**config.mk**
```make
export PLATFORM = sky130hd
export DESIGN_NAME = instruction_fetch_unit
export DESIGN_NICKNAME = d
export VERILOG_FILES = /design/src/rtl/instruction_fetch_unit_pkg.sv /design/src/rtl/pc_register.sv /design/src/rtl/instruction_fetch_unit.sv
export SDC_FILE = /design/constraint.sdc
export NUM_CORES = 1
export LEC_CHECK = 0
export ABC_AREA = 1
export CAP_MARGIN = 0
export CORE_ASPECT_RATIO = 1.4
export CORE_MARGIN = 2
export CORE_UTILIZATION = 45
export CTS_CLUSTER_DIAMETER = 30
export CTS_CLUSTER_SIZE = 12
export DETAILED_ROUTE_END_ITERATION = 10
export PLACE_DENSITY = 0.81
export SYNTH_ARGS = -nofsm -noshare
export SYNTH_HDL_FRONTEND = slang
export SYNTH_SLANG_ARGS = --single-unit
```
**constraint.sdc**
```tcl
create_clock -name Clk -period 4 [get_ports Clk]
set_clock_uncertainty 0.1 [all_clocks]
set_input_delay 0.4 -clock Clk [delete_from_list [all_inputs] [get_ports Clk]]
set_output_delay 0.4 -clock Clk [all_outputs]
set_load 0.01 [all_outputs]
```
**src/rtl/instruction_fetch_unit_pkg.sv**
```systemverilog
// Shared constants and the IF/ID pipeline register layout for the fetch stage.
package instruction_fetch_unit_pkg;

    localparam logic [31:0] NopInstr = 32'h0000_0000;
    localparam logic [31:0] PcIncr   = 32'd4;

    typedef struct packed {
        logic [31:0] instr;
        logic [31:0] pc_plus4;
        logic        valid;
    } ifid_t;

    localparam ifid_t Bubble = '{instr: NopInstr, pc_plus4: 32'h0, valid: 1'b0};

endpackage

```
**src/rtl/pc_register.sv**
```systemverilog
// Program counter register with load enable and synchronous reset to RESET_PC.
module pc_register #(
    parameter logic [31:0] RESET_PC = 32'h0000_0000
) (
    input  logic        Clk,
    input  logic        Reset,
    input  logic        load_en_i,
    input  logic [31:0] next_pc_i,
    output logic [31:0] pc_o
);

    logic [31:0] pc_d, pc_q;

    always_comb begin
        pc_d = pc_q;
        if (load_en_i) begin
            pc_d = next_pc_i;
        end
    end

    always_ff @(posedge Clk) begin
        if (Reset) begin
            pc_q <= RESET_PC;
        end else begin
            pc_q <= pc_d;
        end
    end

    assign pc_o = pc_q;

endmodule

```
**src/rtl/instruction_fetch_unit.sv**
```systemverilog
// Fetch stage: owns the PC, addresses the combinational instruction memory and fills
// the IF/ID register, handling redirect, stall, flush and out-of-range fetches.
module instruction_fetch_unit
    import instruction_fetch_unit_pkg::*;
#(
    parameter logic [31:0] RESET_PC   = 32'h0000_0000,
    parameter int unsigned IMEM_WORDS = 2048
) (
    input  logic        Clk,
    input  logic        Reset,
    input  logic        Stall,
    input  logic        Flush,
    input  logic        Redirect,
    input  logic [31:0] Target,
    output logic [31:0] Address,
    input  logic [31:0] Instruction,
    output logic [31:0] IFID_Instr,
    output logic [31:0] IFID_PCPlus4,
    output logic        IFID_Valid,
    output logic        RangeFault,
    output logic        AlignFault
);

    localparam logic [29:0] ImemWordsW = 30'(IMEM_WORDS);

    logic [31:0] pc;
    logic [31:0] pc_next;
    logic [31:0] pc_plus4;
    logic        pc_load;
    logic        in_range;

    ifid_t ifid_d, ifid_q;
    logic  range_d, range_q;
    logic  align_d, align_q;

    pc_register #(
        .RESET_PC (RESET_PC)
    ) u_pc_register (
        .Clk       (Clk),
        .Reset     (Reset),
        .load_en_i (pc_load),
        .next_pc_i (pc_next),
        .pc_o      (pc)
    );

    assign pc_plus4 = pc + PcIncr;
    assign in_range = pc[31:2] < ImemWordsW;

    always_comb begin
        ifid_d  = ifid_q;
        range_d = range_q;
        align_d = 1'b0;
        pc_load = 1'b1;
        pc_next = pc_plus4;
        if (Redirect) begin
            // Redirect wins over Stall: the wrong-path fetch is squashed.
            pc_next = {Target[31:2], 2'b00};
            ifid_d  = Bubble;
            align_d = |Target[1:0];
        end else if (Stall) begin
            pc_load = 1'b0;
            if (Flush) begin
                ifid_d = Bubble;
            end
        end else if (!in_range) begin
            ifid_d  = Bubble;
            range_d = 1'b1;
        end else if (Flush) begin
            ifid_d = Bubble;
        end else begin
            ifid_d = '{instr: Instruction, pc_plus4: pc_plus4, valid: 1'b1};
        end
    end

    always_ff @(posedge Clk) begin
        if (Reset) begin
            ifid_q  <= Bubble;
            range_q <= 1'b0;
            align_q <= 1'b0;
        end else begin
            ifid_q  <= ifid_d;
            range_q <= range_d;
            align_q <= align_d;
        end
    end

    assign Address      = pc;
    assign IFID_Instr   = ifid_q.instr;
    assign IFID_PCPlus4 = ifid_q.pc_plus4;
    assign IFID_Valid   = ifid_q.valid;
    assign RangeFault   = range_q;
    assign AlignFault   = align_q;

endmodule

```
### After elaboration in Yosys (flattened, before gate mapping)

Cells that the tools add are included.

| word-level totals | value |
|---|---|
| bits in registers | 99 |
| word-level logic and storage cells | 23 |
| output and inout port bits | 99 |
| input port bits | 69 |

| operators by class | value |
|---|---|
| multiplexer cells | 7 |
| bitwise operators | 3 |
| reduce and logical (&&, ||, !) cells | 4 |
| $lt $le $gt $ge | 1 |
| equality and inequality tests | 1 |
| add/sub/neg operators | 1 |

Operators by type and width:

| kind | count |
|---|---|
| 2-to-1 mux 65 bit | 4 |
| adder 32 x 3 -> 32 bit (second input constant) | 1 |
| 2-to-1 mux 32 bit | 1 |
| < comparator 30 x 12 -> 1 bit (second input constant) | 1 |
| OR reduction 2 bit | 3 |
| NOT 1 bit | 3 |
| AND reduction 3 bit | 1 |
| 2-to-1 mux 1 bit | 2 |
| != test 2 x 1 -> 1 bit (second input constant) | 1 |

### Depth between registers and ports, before layout

Gate-level depths: netlist (run 1).

| logic depth | value |
|---|---|
| depth in word-level cells | 4 |
| gate-level depth with buffers | 10 |
| gate-level depth less buffers | 10 |

### By module

A second synthesis (run 1) with hierarchy kept.

| second synthesis, totals | value |
|---|---|
| cells, all modules | 766 |
| area, all modules | 4843.4 um2 |

Modules (own cells, without submodules):

| module | area an instance (um2) | sequential area each (um2) | instances | cells an instance |
|---|---|---|---|---|
| instruction_fetch_unit | 3504.6 | 1341.3 | 1 | 563 |
| pc_register | 1338.8 | 640.6 | 1 | 203 |

### Least setup slack after synthesis (run 1)

No wires, ideal clock.

| timing path | value |
|---|---|
| path type | flip-flop to flip-flop |
| start point | reg u_pc_register.pc_q[3], in the netlist u_pc_register.pc_o[3] |
| end point | reg u_pc_register.pc_q[22], in the netlist u_pc_register.pc_o[22] |
| required time | 3.772 ns |
| buffers on the path | 0 |
| setup time | 0.128 ns |
| cell stages (with the launch flop) | 11 |
| arrival time | 1.383 ns |
| slack | 2.389 ns |
| clock period less this slack | 1.611 ns |
| cells stage by stage | dfxtp_1 > ha_1 > nand2_2 > nor2_4 > nand2_4 > nor2_4 > nand2_1 > nand2_1 > nand2_1 > a21oi_1 > nor2_1 |

| on the way | value |
|---|---|
| word-level cells in the longest chain between the ends | 2 |

RTL lines:

| what | line | RTL |
|---|---|---|
| start, declared | pc_register.sv:12 | `logic [31:0] pc_d, pc_q;` |
| start signal, assigned | pc_register.sv:25 | `pc_q <= pc_d;` |
| adder 32 x 3 -> 32 bit | instruction_fetch_unit.sv:46 | `assign pc_plus4 = pc + PcIncr;` |
| 2-to-1 mux 32 bit | instruction_fetch_unit.sv:55 | `if (Redirect) begin` |

No other way between the ends.
A chain may end at the register's enable or synchronous reset.

### Worst setup path after layout (run 1)

| timing path | value |
|---|---|
| start point | in Reset |
| end point | reg ifid_q (netlist bit IFID_PCPlus4[15]) |

| on the way | value |
|---|---|
| word-level cells in the longest chain between the ends | 1 |

RTL lines:

| what | line | RTL |
|---|---|---|
| start, declared | instruction_fetch_unit.sv:10 | `input logic Reset,` |
| OR reduction 2 bit (no line) | - |  |
| end signal, assigned | instruction_fetch_unit.sv:77 | `ifid_q <= Bubble;` |
| end signal, assigned | instruction_fetch_unit.sv:81 | `ifid_q <= ifid_d;` |
| end, declared | instruction_fetch_unit.sv:32 | `ifid_t ifid_d, ifid_q;` |

No other way between the ends.

==> results.ini, run 1 <==
[outcome]
outcome = finished clean

[clock_network]
insertion_delay_ns = 0.35
ctsHoldBuffers = 0
cts_root_buf = clkbuf_16
clk_pin_slew_ns = 0.07
cts_sinks = 96
numCtsBuffers = 9
clk_path_buf_depth = 2
cts_tree = built
cts_resized = 0
cts_htree_levels = 3
post-cts-setup-buffer-count = 0

[yosys]
synth_edf_count = 0
syn_inst = 663
ys_async_sr_fraction_pct = 0
yosysTopAreaCell = dfxtp_1
synth_area_per_cell_um2 = 6.72
synth_warnings = 0
synthTopCellsByArea = dfxtp_1 (43%), nand2_1 (21%), a21oi_1 (7.3%), nor2_1 (6.1%), inv_1 (4.3%)
yosys.cell_types.count = 29
ys_seq_area_share_pct = 43.1
syn-cell-area_um2 = 4460
synth_flop_cell = dfxtp_1
synth_top_area_share_pct = 43.1
ys_ff_latch = 96

[worst_setup_path]
r2r_setup_slack_ns = 2.03
endpoint_kind = flop
startpoint = Reset
critPathSlowestCell = nand2_2
cp.arrival_ns = 2.36
start_kind = input port
crit_path_max_incr_delay_ns = 0.86
reg2reg_to = IFID_Instr[24]
cp.required_ns = 4.09
worstSetupPathType = in -> reg
setup.worst_path.end = IFID_PCPlus4[15]
r2r-start = u_pc_register.pc_o[22]
crit_fanout = 64
reg2regPathDepth = 7
cp_cell_sequence = clkdlybuf4s50_1, buf_4, inv_1, nand2_2, nor2_1

[sta]
period_share_pct = 56.6
max_freq_mhz = 441
post-route-min-period_ns = 2.27
worst_slack_ns = 1.73
finalSetupTns_ns = 0
max_slew.worst_pin.slew_ns = 1.17
hold_violations = 0
rsz0062_at_grt = no
slew_violations = 0
max_slew_margin_pct = 22.0
setup-violations-final = 0

[detailed_routing]
wl_um = 13500
firstDrtPassIters = 5
ant_nets = 0
avgViaCountPerCell = 4.93
vias = 4702
drtIter0Drc = 256
wl_per_cell_um = 14.2
drc = 0

[die]
die-area_um2 = 10700
die_h_um = 122
die_w_um = 88.1
rows = 43
coreArea_um2 = 9790
start_util_pct = 45.5
io_pins = 168

[power_and_ir_drop]
pwr_density_cell_nw_per_um2 = 327
p_leak_uw = 0.00231
vdd.ir_drop.worst_v = 0.000214
finalPower_uw = 2110

[global_routing]
grt_use_total_pct = 24.7
first_global_vias = 4491
gr-total-overflow = 0
grt_pass1_wl_um = 20700
antenna_found_initial = 0
grt_start_max_net_pins = 65

[cells_and_area]
n_antenna_cell = 0
syn_to_final_growth_pct = 44.8
layout.cells.most_common_list = nand2_1 (253), clkdlybuf4s50_1 (165), dfxtp_1 (96), nor2_1 (72), a21oi_1 (65)
layout-drive-gt1-share_pct = 5.75
stdcell_count = 953
nets = 883
layout_commonest_cell = nand2_1

[placed_design]
portBuffers = 165
dpl.cell_count = 937
gp_congestion = 0.938
place_ws_ns = 1.37
dp_hpwl_um = 10000

[run]
maxCapViolations = 0

[min_path]
hp-class = reg -> reg

-- flip-flops by register name, summed over array words and instances, names as in the netlist --
name / cells
IFID_Instr: 32
IFID_Valid: 1
u_pc_register.pc_o: 30
IFID_PCPlus4: 31
RangeFault: 1
AlignFault: 1
-- logic make-up (layout without fill, tap and decap cells) --
logic type / count (synthesis) / after routing / share of synthesized area (%)
other: 1 / 2 / 0.0841
adders and majority gates: 1 / 1 / 0.281
DFF: 96 / 96 / 43.1
and+or+nand+nor: 367 / 367 / 33.5
AOI/OAI and AO/OA: 99 / 99 / 11.8
buffers and inverters: 84 / 238 / 8.17
xor gates and xnor gates: 15 / 15 / 3.12
-- cell usage after synthesis (7+ instances only) --
master    instances
inv_1            51
dfxtp_1          96
clkbuf_1         19
xor2_1           11
nand3_1          16
a31oi_1           7
nor2_2            9
o21ai_0          20
nand2_1         254
a21oi_1          65
nor2_1           73
-- power breakdown --
| part | internal [µW] | switching (µW) |
|---|---|---|
| Sequential | 975 | 32.0 |
| Clock | 441 | 416 |
| Combinational | 126 | 120 |
| Total | 1540 | 568 |
-- routing by layer --
| metal | vias to the layer above | wire [µm] | track usage (%) |
|---|---|---|---|
| li1 | 2366 | - | - |
| met5 | - | 0 | 0 |
| met4 | 0 | 493 | 12.0 |
| met3 | 34 | 777 | 5.01 |
| met2 | 179 | 7000 | 45.3 |
| met1 | 2123 | 5240 | 26.2 |
-- cell type report --
| cell class | count | area [µm²] |
|---|---|---|
| Clock buffer | 9 | 225 |
| Clock inverter | 7 | 73.8 |
| Fill cell | 877 | 3330 |
| Inverter | 53 | 200 |
| Multi-Input combinational cell | 484 | 2190 |
| Sequential cell | 96 | 1920 |
| Tap cell | 135 | 169 |
| Timing Repair Buffer | 169 | 1680 |
-- worst min-delay path by stage --
| stage | startpoint | end | slack, ns | cells after the start |
|---|---|---|---|---|
| finish | IFID_PCPlus4[21] | IFID_PCPlus4[21] | 0.34 | 2 |
| global route | IFID_PCPlus4[26] | IFID_PCPlus4[26] | 0.35 | 2 |
| CTS | IFID_PCPlus4[14] | IFID_PCPlus4[14] | 0.34 | 2 |
| detailed placement | IFID_PCPlus4[14] | IFID_PCPlus4[14] | 0.33 | 2 |
| global placement | IFID_PCPlus4[20] | IFID_PCPlus4[20] | 0.33 | 2 |
| floorplan | IFID_PCPlus4[14] | IFID_PCPlus4[14] | 0.36 | 2 |
-- worst max-delay path: cells and delay by family --
kind / cells / cell delay [ns]
AND/OR/NAND/NOR: 2 / 0.99
buffers and inverters: 3 / 0.92
-- per-stage QoR --
step / area, µm² / utilization (%) / hold WS (ns)
2_1_floorplan: 4460 / - / 0.364
3_3_place_gp: 6160 / 62.9 / 0.327
3_5_place_dp: 6160 / 62.9 / 0.328
4_1_cts: 6460 / 65.9 / 0.340
5_1_grt: 6460 / 65.9 / 0.354
6_report: 6460 / 65.9 / 0.339
(Power assumes the default switching activity.)
==> inputs of run 2 (changes only) <==
Settings changed: CORE_UTILIZATION 45 to 40, PLACE_DENSITY 0.81 to 0.77.
Clock period 4 ns to 2 ns, I/O delays scaled along.
==> run 2 against run 1 <==
  * Register-to-register slack got worse by 1.8 ns
  * Combinational power up 110%
  * Critical path depth is 3 lower
  * Die area rose by 12%
  * Via count grew 0.89%
  * Core utilization decreased by 5.6 points
  * Clock power increased by 96%
==> results.ini, run 2 (same netlist as run 1, synthesis figures left out) <==
[clock_network]
insertion_delay_ns = 0.35  ; about the same
clk_pin_slew_ns = 0.07  ; about the same
numCtsBuffers = 9  ; unchanged
cts_htree_levels = 3  ; unchanged
cts_resized = 0  ; unchanged
cts_tree = built
cts_sinks = 96  ; unchanged
clk_path_buf_depth = 2  ; unchanged
post-cts-setup-buffer-count = 0  ; unchanged
ctsHoldBuffers = 0  ; unchanged
cts_root_buf = clkbuf_16

[cells_and_area]
largest_register_ffs = 32  ; unchanged
layout_commonest_cell = nand2_1
multiInputGateArea_um2 = 2180  ; -0.11%
syn_to_final_growth_pct = 47.1
fill_cells = 1002  ; +14%
layout-drive-gt1-share_pct = 6.65  ; +0.90 points
layout.cells.most_common_list = nand2_1 (253), clkdlybuf4s50_1 (165), dfxtp_1 (96), nor2_1 (73), a21oi_1 (65)
seq_area_um2 = 1920  ; unchanged
nets = 892  ; +1.0%
fin_area_um2 = 6560  ; +1.6%
n_antenna_cell = 0  ; unchanged

[global_routing]
grt_start_max_net_pins = 65  ; unchanged
first_global_vias = 4558  ; +1.5%
grt_use_total_pct = 22.8  ; -1.9 points
gr-total-overflow = 0  ; unchanged
antenna_found_initial = 0  ; unchanged
grt_pass1_wl_um = 21600  ; +4.3%

[die]
die-area_um2 = 12000  ; +12%
start_util_pct = 41.0  ; -4.5 points
rows = 45  ; +4.7%
die_h_um = 129  ; +5.9%
io_pins = 168  ; unchanged
coreArea_um2 = 10900  ; +11%
die_w_um = 93.2  ; +5.8%

[sta]
period_share_pct = 92.4
max_freq_mhz = 541
post-route-min-period_ns = 1.85
hold_violations = 0  ; unchanged
slew_violations = 0  ; unchanged
setup-violations-final = 0  ; unchanged
rsz0062_at_grt = no
whs_ns = 0.308  ; -0.0310 ns
finalSetupTns_ns = 0  ; unchanged
worst_slack_ns = 0.152  ; -1.58 ns

[worst_setup_path]
worstSetupPathType = reg -> out
start_kind = flop
cp.arrival_ns = 1.55  ; -0.81 ns
endpoint_kind = output port
startpoint = u_pc_register.pc_o[4]
r2r-start = u_pc_register.pc_o[2]
cp.required_ns = 1.70  ; -2.39 ns
reg2reg_to = u_pc_register.pc_o[20]
setup.worst_path.end = Address[4]
r2r_setup_slack_ns = 0.25  ; -1.78 ns
reg2regPathDepth = 8  ; +1
crit_fanout = 5  ; -92%

[power_and_ir_drop]
finalPower_uw = 4210  ; +100%
vdd.ir_drop.worst_v = 0.000400  ; +87%
pwr_density_cell_nw_per_um2 = 643  ; +97%
p_leak_uw = 0.00237  ; +2.6%

[detailed_routing]
avgViaCountPerCell = 4.90  ; -0.67%
drc = 0  ; unchanged
firstDrtPassIters = 5  ; unchanged
drtIter0Drc = 224  ; -13%
wl_per_cell_um = 14.2  ; about the same
ant_nets = 0  ; unchanged
vias = 4744  ; +0.89%
wl_um = 13700  ; +1.7%

[placed_design]
dp_hpwl_um = 10300  ; +3.1%
portBuffers = 165  ; unchanged
placed_area_um2 = 6270  ; +1.8%
place_ws_ns = 0.255  ; -1.12 ns
gp_congestion = 0.966  ; +3.0%

[run]
maxCapViolations = 0  ; unchanged

[min_path]
hold_depth = 3  ; +1
hp-class = in -> reg

[outcome]
outcome = finished clean

## run 2: cell types whose count changed in the layout (fill, tap and decap cells not counted)
cell and delta:
clkinv_2 +1, nor2_1 +1, inv_6 +1, buf_4 +6, clkinvlp_4 -1, nor2_2 -1
buf_12 +3, clkinv_8 -1
## run 2: cell type report
| class | instances | area share (%) |
|---|---|---|
| timing repair buffer | 178 | 27.2 |
| tap | 141 | 2.69 |
| sequential | 96 | 29.3 |
| clock inverter | 7 | 0.973 |
| multi-input combinational | 484 | 33.3 |
| inverter | 53 | 3.05 |
| clock buffer | 9 | 3.43 |
## run 2: metrics by stage
stage          std cells  utilization [%]
2_1_floorplan        664                -
3_3_place_gp         952             57.7
3_5_place_dp         952             57.7
4_1_cts              968             60.3
5_1_grt              968             60.3
6_report             968             60.3
## run 2: worst min path at each step
stage | start | to | slack [ns]
2_1_floorplan | Instruction[10] | IFID_Instr[10] | 0.24
3_3_place_gp | IFID_PCPlus4[16] | IFID_PCPlus4[16] | 0.33
3_5_place_dp | IFID_PCPlus4[16] | IFID_PCPlus4[16] | 0.33
4_1_cts | Instruction[3] | IFID_Instr[3] | 0.30
5_1_grt | Instruction[7] | IFID_Instr[7] | 0.31
6_report | Instruction[3] | IFID_Instr[3] | 0.31
## run 2: power breakdown
| part | internal (µW) | leakage, µW | switching [µW] |
|---|---|---|---|
| combinational | 272 | 0.00145 | 251 |
| clock | 875 | 0.000142 | 807 |
| sequential | 1950 | 0.000779 | 60.3 |
## run 2: layer usage
layer / wire length, µm / vias up / share of wire [%] / track usage [%]
met5: 0 / - / 0 / 0
met1: 5250 / 2139 / 38 / 24.4
met2: 7070 / 186 / 52 / 42.1
met3: 954 / 38 / 6.9 / 4.74
li1: - / 2381 / - / -
met4: 454 / 0 / 3.3 / 10.8
## run 2: critical path: stages, from the launching register on
cell	delay [ns]
dfxtp_1	0.46
buf_4	0.18
clkdlybuf4s50_1	0.57
